==> src/rtl/mc_ctrl_pkg.sv <==
// Shared codes for the multi-cycle MIPS controller: state encodings, opcode/funct
// values and the select codes used by the IFU, NPC and datapath.
package mc_ctrl_pkg;

    localparam logic [3:0] ST_FETCH    = 4'd0;
    localparam logic [3:0] ST_DECODE   = 4'd1;
    localparam logic [3:0] ST_EXEC_R   = 4'd2;
    localparam logic [3:0] ST_EXEC_I   = 4'd3;
    localparam logic [3:0] ST_MEM_ADDR = 4'd4;
    localparam logic [3:0] ST_MEM_RD   = 4'd5;
    localparam logic [3:0] ST_MEM_WR   = 4'd6;
    localparam logic [3:0] ST_WB_R     = 4'd7;
    localparam logic [3:0] ST_WB_I     = 4'd8;
    localparam logic [3:0] ST_WB_LW    = 4'd9;
    localparam logic [3:0] ST_BRANCH   = 4'd10;
    localparam logic [3:0] ST_JUMP     = 4'd11;

    localparam logic [5:0] OP_RTYPE = 6'b000000;
    localparam logic [5:0] OP_ORI   = 6'b001101;
    localparam logic [5:0] OP_LUI   = 6'b001111;
    localparam logic [5:0] OP_LW    = 6'b100011;
    localparam logic [5:0] OP_SW    = 6'b101011;
    localparam logic [5:0] OP_BEQ   = 6'b000100;
    localparam logic [5:0] OP_J     = 6'b000010;
    localparam logic [5:0] OP_JAL   = 6'b000011;

    localparam logic [5:0] FN_ADDU  = 6'b100001;
    localparam logic [5:0] FN_SUBU  = 6'b100011;
    localparam logic [5:0] FN_JR    = 6'b001000;

    localparam logic [1:0] NPC_PC4  = 2'b00;
    localparam logic [1:0] NPC_BR   = 2'b01;
    localparam logic [1:0] NPC_JMP  = 2'b10;
    localparam logic [1:0] NPC_JR   = 2'b11;

    localparam logic [2:0] ALU_ADD  = 3'b000;
    localparam logic [2:0] ALU_SUB  = 3'b001;
    localparam logic [2:0] ALU_OR   = 3'b010;
    localparam logic [2:0] ALU_PASSB = 3'b011;

    localparam logic [1:0] EXT_ZERO = 2'b00;
    localparam logic [1:0] EXT_SIGN = 2'b01;
    localparam logic [1:0] EXT_LUI  = 2'b10;

    localparam logic [1:0] WB_ALU   = 2'b00;
    localparam logic [1:0] WB_MEM   = 2'b01;
    localparam logic [1:0] WB_PC4   = 2'b10;

    localparam logic [1:0] RD_RT    = 2'b00;
    localparam logic [1:0] RD_RD    = 2'b01;
    localparam logic [1:0] RD_RA    = 2'b10;

endpackage

==> src/rtl/mc_decode.sv <==
// Combinational opcode/funct to instruction-class decoder for mc_ctrl.
module mc_decode
    import mc_ctrl_pkg::*;
(
    input  logic [5:0] opcode,
    input  logic [5:0] funct,
    output logic       r_arith,
    output logic       imm_logic,
    output logic       load,
    output logic       store,
    output logic       branch,
    output logic       jump,
    output logic       jal,
    output logic       jr,
    output logic       illegal
);

    always_comb begin
        r_arith   = 1'b0;
        imm_logic = 1'b0;
        load      = 1'b0;
        store     = 1'b0;
        branch    = 1'b0;
        jump      = 1'b0;
        jal       = 1'b0;
        jr        = 1'b0;
        illegal   = 1'b0;
        case (opcode)
            OP_RTYPE: begin
                case (funct)
                    FN_ADDU, FN_SUBU: r_arith = 1'b1;
                    FN_JR:            jr      = 1'b1;
                    default:          illegal = 1'b1;
                endcase
            end
            OP_ORI, OP_LUI: imm_logic = 1'b1;
            OP_LW:          load      = 1'b1;
            OP_SW:          store     = 1'b1;
            OP_BEQ:         branch    = 1'b1;
            OP_J:           jump      = 1'b1;
            OP_JAL:         jal       = 1'b1;
            default:        illegal   = 1'b1;
        endcase
    end

endmodule

==> src/rtl/mc_ctrl.sv <==
// Multi-cycle control sequencer for the MIPS datapath; PC is written once per instruction.
// Define MC_CTRL_MEM_WAIT_EN to stall MEM_RD/MEM_WR on mem_ready.
module mc_ctrl
    import mc_ctrl_pkg::*;
(
    input  logic       clk,
    input  logic       reset,
    input  logic [5:0] opcode,
    input  logic [5:0] funct,
    input  logic       zero,
    input  logic       mem_ready,
    output logic       ir_we,
    output logic       pc_we,
    output logic [1:0] npc_sel,
    output logic       reg_we,
    output logic [1:0] reg_dst,
    output logic       alu_src,
    output logic [2:0] alu_op,
    output logic [1:0] ext_op,
    output logic       mem_we,
    output logic [1:0] wb_sel,
    output logic       illegal,
    output logic       retire,
    output logic [3:0] state
);

    logic [3:0] state_q;
    logic [3:0] state_d;
    logic c_r_arith, c_imm, c_load, c_store, c_branch, c_jump, c_jal, c_jr, c_illegal;
    logic is_subu;
    logic is_lui;
    logic mem_done;

    mc_decode u_decode (
        .opcode    (opcode),
        .funct     (funct),
        .r_arith   (c_r_arith),
        .imm_logic (c_imm),
        .load      (c_load),
        .store     (c_store),
        .branch    (c_branch),
        .jump      (c_jump),
        .jal       (c_jal),
        .jr        (c_jr),
        .illegal   (c_illegal)
    );

    assign is_subu = (funct == FN_SUBU);
    assign is_lui  = (opcode == OP_LUI);

`ifdef MC_CTRL_MEM_WAIT_EN
    assign mem_done = mem_ready;
`else
    logic unused_mem_ready;
    assign unused_mem_ready = mem_ready;
    assign mem_done = 1'b1;
`endif

    always_ff @(posedge clk or posedge reset) begin
        if (reset) state_q <= ST_FETCH;
        else       state_q <= state_d;
    end

    always_comb begin
        state_d = ST_FETCH;
        case (state_q)
            ST_FETCH: state_d = ST_DECODE;
            ST_DECODE: begin
                if (c_r_arith)                   state_d = ST_EXEC_R;
                else if (c_imm)                  state_d = ST_EXEC_I;
                else if (c_load || c_store)      state_d = ST_MEM_ADDR;
                else if (c_branch)               state_d = ST_BRANCH;
                else if (c_jump || c_jal || c_jr) state_d = ST_JUMP;
                else                             state_d = ST_FETCH;
            end
            ST_EXEC_R:   state_d = ST_WB_R;
            ST_EXEC_I:   state_d = ST_WB_I;
            ST_MEM_ADDR: state_d = c_load ? ST_MEM_RD : ST_MEM_WR;
            ST_MEM_RD:   state_d = mem_done ? ST_WB_LW : ST_MEM_RD;
            ST_MEM_WR:   state_d = mem_done ? ST_FETCH : ST_MEM_WR;
            default:     state_d = ST_FETCH;
        endcase
    end

    // Outputs are forced idle while reset is high so no write strobe leaks during reset.
    always_comb begin
        ir_we   = 1'b0;
        pc_we   = 1'b0;
        npc_sel = NPC_PC4;
        reg_we  = 1'b0;
        reg_dst = RD_RT;
        alu_src = 1'b0;
        alu_op  = ALU_ADD;
        ext_op  = EXT_ZERO;
        mem_we  = 1'b0;
        wb_sel  = WB_ALU;
        illegal = 1'b0;
        if (!reset) begin
            case (state_q)
                ST_FETCH: ir_we = 1'b1;
                ST_DECODE: begin
                    if (c_illegal) begin
                        illegal = 1'b1;
                        pc_we   = 1'b1;
                    end
                end
                ST_EXEC_R: alu_op = is_subu ? ALU_SUB : ALU_ADD;
                ST_EXEC_I, ST_WB_I: begin
                    alu_src = 1'b1;
                    ext_op  = is_lui ? EXT_LUI : EXT_ZERO;
                    alu_op  = is_lui ? ALU_PASSB : ALU_OR;
                    if (state_q == ST_WB_I) begin
                        reg_we = 1'b1;
                        pc_we  = 1'b1;
                    end
                end
                ST_MEM_ADDR: begin
                    alu_src = 1'b1;
                    ext_op  = EXT_SIGN;
                end
                ST_MEM_WR: begin
                    mem_we = 1'b1;
                    pc_we  = mem_done;
                end
                ST_WB_R: begin
                    reg_we  = 1'b1;
                    reg_dst = RD_RD;
                    pc_we   = 1'b1;
                end
                ST_WB_LW: begin
                    reg_we = 1'b1;
                    wb_sel = WB_MEM;
                    pc_we  = 1'b1;
                end
                ST_BRANCH: begin
                    alu_op  = ALU_SUB;
                    pc_we   = 1'b1;
                    npc_sel = zero ? NPC_BR : NPC_PC4;
                end
                ST_JUMP: begin
                    pc_we   = 1'b1;
                    npc_sel = c_jr ? NPC_JR : NPC_JMP;
                    if (c_jal) begin
                        reg_we  = 1'b1;
                        reg_dst = RD_RA;
                        wb_sel  = WB_PC4;
                    end
                end
                default: ;
            endcase
        end
    end

    assign retire = pc_we;
    assign state  = state_q;

endmodule

==> config.mk <==
export PLATFORM = sky130hd
export DESIGN_NAME = mc_ctrl
export DESIGN_NICKNAME = d
export VERILOG_FILES = /design/src/rtl/mc_ctrl_pkg.sv /design/src/rtl/mc_decode.sv /design/src/rtl/mc_ctrl.sv
export SDC_FILE = /design/constraint.sdc
export NUM_CORES = 1
export LEC_CHECK = 0
export BUFFER_PORTS_ARGS = -buffer_cell sky130_fd_sc_hd__buf_2
export CAP_MARGIN = 5
export CORE_MARGIN = 8
export CORE_UTILIZATION = 42
export CTS_CLUSTER_SIZE = 8
export DETAILED_ROUTE_END_ITERATION = 10
export HOLD_SLACK_MARGIN = 0.03
export PLACE_DENSITY = 0.84
export SYNTH_ARGS = -nofsm -noshare
export SYNTH_HDL_FRONTEND = slang
export SYNTH_SLANG_ARGS = --single-unit
==> constraint.sdc <==
create_clock -name clk -period 3.45 [get_ports clk]
set_clock_uncertainty 0.15 [all_clocks]
set_input_delay 0.8625 -clock clk [delete_from_list [all_inputs] [get_ports clk]]
set_output_delay 0.8625 -clock clk [all_outputs]
set_load 0.01 [all_outputs]
### After elaboration in Yosys (flattened, before gate mapping)

Index checks and enable logic that the tools add are counted.

* eq/ne operators: 21
* reductions and logical operators: 13
* multiplexer cells: 50

Operators by type and width (count)
* $mux W1: 28
* $eq A6 B6 Y1 const B: 4
* $pmux W4 S6: 1
* $mux W4: 5
* $eq A6 B4 Y1 const B: 3
* $eq A4 B3 Y1 const B: 4
* $eq A4 B4 Y1 const B: 4
* $mux W2: 8
* $pmux W2 S2: 4
* $eq A6 B2 Y1 const B: 2
* $eq A4 B2 Y1 const B: 2
* $reduce_or A2 Y1: 4
* $reduce_or A7 Y1: 1
* $eq A6 B3 Y1 const B: 1
* $logic_not A6 Y1: 1
* $pmux W1 S3: 2
* $pmux W2 S3: 1
* $reduce_or A3 Y1: 2
* $reduce_or A5 Y1: 1
* $eq A4 B1 Y1 const B: 1
* $logic_not A4 Y1: 1
* $logic_or A1 B1 Y1: 3
* $pmux W1 S2: 1

* bits in registers: 4
* word-level logic and storage cells: 85
* output and inout bits: 22

### Longest topological paths before layout

* depth after elaboration: 10
* depth in mapped cells: 7
* gate-level depth less buffers: 5

### By module

Synthesis repeated with hierarchy kept, for this count alone.

* cells, all modules: 101
* area total of the unflattened synthesis: 724.4 µm²

By module, submodules not included
* mc_ctrl: seq. area each 100.1 µm², cells each 75, times used 1, area an instance 546.8 µm²
* mc_decode: seq. area each 0.0 µm², cells each 26, times used 1, area an instance 177.7 µm²

### Worst setup path before layout

No wires, ideal clock.

* path type: input to output
* start: in opcode[3]
* end: out retire
* cell stages on the path: 6
* path buffers: 1
* required time: 2.438 ns
* data arrival time: 2.371 ns
* slack: 0.066 ns
* cell sequence: or3_1 > or4_4 > o211ai_1 > nand3b_1 > a31oi_1 > buf_4

* cells in the longest elaborated chain, start to end: 6

Ends and longest elaborated chain
* start, declared: line mc_ctrl.sv:8 `input logic [5:0] opcode,`
* $eq A6 B4 Y1 (tied with other cells): line mc_decode.sv:28 `case (opcode)`
* $reduce_or A7 Y1 (no line)
* $pmux W1 S2 *: line mc_decode.sv:28
* $mux W1 *: line mc_ctrl.sv:102 `if (c_illegal) begin`
* $pmux W1 S3 *: line mc_ctrl.sv:99 `case (state_q)`
* $mux W1 *: line mc_ctrl.sv:98 `if (!reset) begin`
* end, declared: line mc_ctrl.sv:23 `output logic retire,`

Mark *: on every way between the ends. The rest lies on a longest branch, timed or not.

### Worst setup path in the final report

* start: in opcode[3]
* end: out npc_sel[0]

* cells in the longest elaborated chain, start to end: 5

Ends and longest elaborated chain
* $logic_not A6 Y1: line mc_decode.sv:28
* $mux W1: line mc_decode.sv:28
* $mux W1: line mc_ctrl.sv:142 `npc_sel = c_jr ? NPC_JR : NPC_JMP;`
* $pmux W2 S2: line mc_ctrl.sv:99
* $mux W2: line mc_ctrl.sv:98
* end, declared: line mc_ctrl.sv:14 `output logic [1:0] npc_sel,`

No other way between the ends.

==> flow_metrics.py <==
metrics = {
    "timing": {
        "hold_violations": 0,
        "min_period_ps": 3440,
        "fmaxAchievable_mhz": 290,
        "drv_slew": 0,
        "whs_ps": 451,
        "post-route-period-util_pct": 99.8,
        "rsz0062_at_grt": "yes",
        "finalSetupViolations": 0,
        "finalWorstSetupSlack_ps": 6.31,
        "tns_ps": 0,
    },
    "worst_setup_path": {
        "crit_required_ps": 2440,
        "start_kind": "input pin",
        "critPathCapture": "npc_sel[0]",
        "r2r-start": "state[0]$_DFF_PP0_",
        "cp-startpoint": "opcode[3]",
        "critPathArrivalTime_ps": 2430,
        "reg2reg_to": "state[2]$_DFF_PP0_",
        "crit_fanout": 3,
        "cp-end-kind": "primary output",
        "crit_type": "in2out",
        "reg2regPathDepth": 6,
        "r2r_slack_ps": 1530,
    },
    "finish": {
        "instances_no_fill": 142,
        "largest_register_ffs": 4,
        "n_antenna_cell": 0,
        "seqCellArea_sq_um": 100,
        "multi_input_area_sq_um": 480,
        "fill_cells": 147,
        "nets": 144,
        "drive_gt1_share_pct": 41.3,
        "finalInstanceArea_sq_um": 860,
        "synthToLayoutAreaGrowth_pct": 38.2,
    },
    "power_and_ir_drop": {
        "p_int_mw": 0.281,
        "switching_share_pct": 47.9,
        "netSwitchingPower_mw": 0.259,
        "irDropWorstVdd_mv": 0.335,
        "seqPwrFrac_pct": 22.6,
        "powerDensity_nw_per_um2": 628,
        "power.leakage_nw": 0.435,
        "power_frac_clock_pct": 10.4,
        "combPwrFrac_pct": 67.1,
    },
    "yosys": {
        "synth_cell_types": 41,
        "synth-edff-count": 0,
        "synthTopCellsByArea": "dfrtp_1 16%, nor2_1 8.5%, nor3_1 6.4%",
        "async_reset_ff_share_pct": 100,
        "ys.flop_type": "dfrtp_1",
        "yosysWarningCount": 0,
        "synth_top_cell_area_share_pct": 16.1,
        "syn_nets": 106,
        "ys_ff_latch": 4,
        "yosys.area.top_type": "dfrtp_1",
        "synthCells": 90,
        "synth_area_per_cell_sq_um": 6.91,
        "syn-cell-area_sq_um": 622,
        "ys_seq_area_share_pct": 16.1,
    },
    "placed_design": {
        "placed_cells": 138,
        "dp_hpwl_um": 1590,
        "placed_area_sq_um": 812,
        "portBuffers": 35,
        "gp_congestion": 0.853,
        "pre_cts_slack_ps": -44.3,
    },
    "global_route": {
        "grt_pass1_wl_um": 3170,
        "grt_pass1_vias": 761,
        "grt_start_max_net_pins": 16,
        "antenna_found_initial": 0,
        "overflow": 0,
        "grt_usage_pct": 13.5,
    },
    "drt": {
        "met2_length_um": 994,
        "wl_met3_um": 225,
        "top_layer": "met3",
        "drt_iter0_markers": 22,
        "ant_nets": 0,
        "wl_met1_um": 722,
        "post-route-drc-count": 0,
        "vias_per_cell": 5.56,
        "routed_wl_um": 1940,
        "dr.pass1.iters": 4,
        "wire_per_inst_um": 13.7,
        "vias": 790,
    },
    "floorplanning": {
        "die_y_um": 54.5,
        "start_util_pct": 42.8,
        "die_w_um": 54.5,
        "num_rows": 14,
        "coreArea_sq_um": 1450,
        "die-area_sq_um": 2970,
        "boundaryPins": 38,
    },
    "hold_path": {
        "hold_path.class": "in2async",
    },
    "clock_tree": {
        "cts_max_level": 1,
        "clk_path_buf_depth": 2,
        "cts_buffers": 3,
        "clock_sinks": 4,
        "cts_tree": "built",
        "cts_root_buf": "clkbuf_4",
        "cts_hold_buffers": 0,
        "clk_pin_slew_ps": 40,
        "clock_latency_ps": 230,
    },
    "run_status": {
        "outcome": "complete, no violations",
    },
    "job": {
        "maxCapViolations": 0,
    },
}
## routing by layer
layer | vias up | GRT usage, %
li1 | 398 | -
met2 | 36 | 25.4
met5 | - | 0
met1 | 356 | 15.7
met4 | 0 | 2.87
met3 | 0 | 1.63
## repair_timing
item | 4_1_cts | 5_1_grt
pin swaps | 1 | 2
setup endpoints to repair | 3 | 3
resized for setup | 3 | 1
setup buffers | 0 | 1
## cell usage after synthesis, types with 3 or more instances
| cell | instances |
|---|---|
| a21oi_1 | 5 |
| and3_1 | 3 |
| clkbuf_1 | 3 |
| dfrtp_1 | 4 |
| inv_1 | 3 |
| nand2_1 | 4 |
| nand3b_1 | 3 |
| nor2_1 | 14 |
| nor3_1 | 8 |
| o21ai_0 | 6 |
## layout by cell type, fill, tap and decap left out, types with 2 or more instances in the layout
| master | instances |
|---|---|
| buf_2 | 33 |
| nor2_1 | 14 |
| nor3_1 | 8 |
| o21ai_0 | 6 |
| a21oi_1 | 5 |
| buf_4 | 5 |
| nand2_1 | 4 |
| dfrtp_1 | 4 |
| inv_1 | 3 |
| and3_1 | 3 |
| nand3b_1 | 3 |
| clkbuf_4 | 3 |
| nand2b_1 | 2 |
| nand3_1 | 2 |
| nor2b_1 | 2 |
| a31oi_1 | 2 |
| buf_6 | 2 |
## logic make-up (layout without fill, tap and decap cells)
logic type | after synthesis | after routing | synth area share [%]
other | 1 | 1 | 0.603
xor gates and xnor gates | 1 | 1 | 1.41
DFF | 4 | 4 | 16.1
AOI/OAI and AO/OA | 21 | 21 | 21.3
and+or+nand+nor | 51 | 51 | 49.1
buffers and inverters | 10 | 46 | 7.44
muxes | 2 | 2 | 4.02
## per-stage QoR
step	power (mW)	utilization [%]
final	0.540	59.1
after global routing	0.585	59.1
after CTS	0.524	58.6
after detailed placement	0.464	55.9
after global placement	0.451	55.9
after floorplan	0.347	-
## area by class of cell
class	count	share of cell area (%)
inverter	3	1.31
tap	16	2.33
sequential	4	11.6
timing repair buffer	40	26.2
multi-input combinational	76	55.9
clock buffer	3	2.62
## critical path, cell delays in order
cell and delay (ps):
buf_6 90, or3_4 380, or4_4 430, nand2b_4 160
mux2_4 260, nor3_2 100, buf_2 150
## power groups by stage
stage / logic [mW] / clock network, mW / registers (mW)
global placement: 0.333 / 0 / 0.118
CTS: 0.347 / 0.0575 / 0.119
detailed placement: 0.345 / 0 / 0.119
global route: 0.396 / 0.0613 / 0.128
finish: 0.362 / 0.0559 / 0.122
floorplan: 0.252 / 0 / 0.0951
## worst min path at each step
| stage | depth (start not counted) | to | slack, ps | start |
|---|---|---|---|---|
| after global placement | 2 | state[3]$_DFF_PP0_ | 470 | state[3]$_DFF_PP0_ |
| after CTS | 2 | state[1]$_DFF_PP0_ | 450 | reset |
| after detailed placement | 2 | state[2]$_DFF_PP0_ | 490 | state[3]$_DFF_PP0_ |
| after global routing | 2 | state[3]$_DFF_PP0_ | 480 | reset |
| final | 2 | state[1]$_DFF_PP0_ | 450 | reset |
| after floorplan | 2 | state[3]$_DFF_PP0_ | 500 | state[0]$_DFF_PP0_ |
Power figures use the tool's default switching activity.
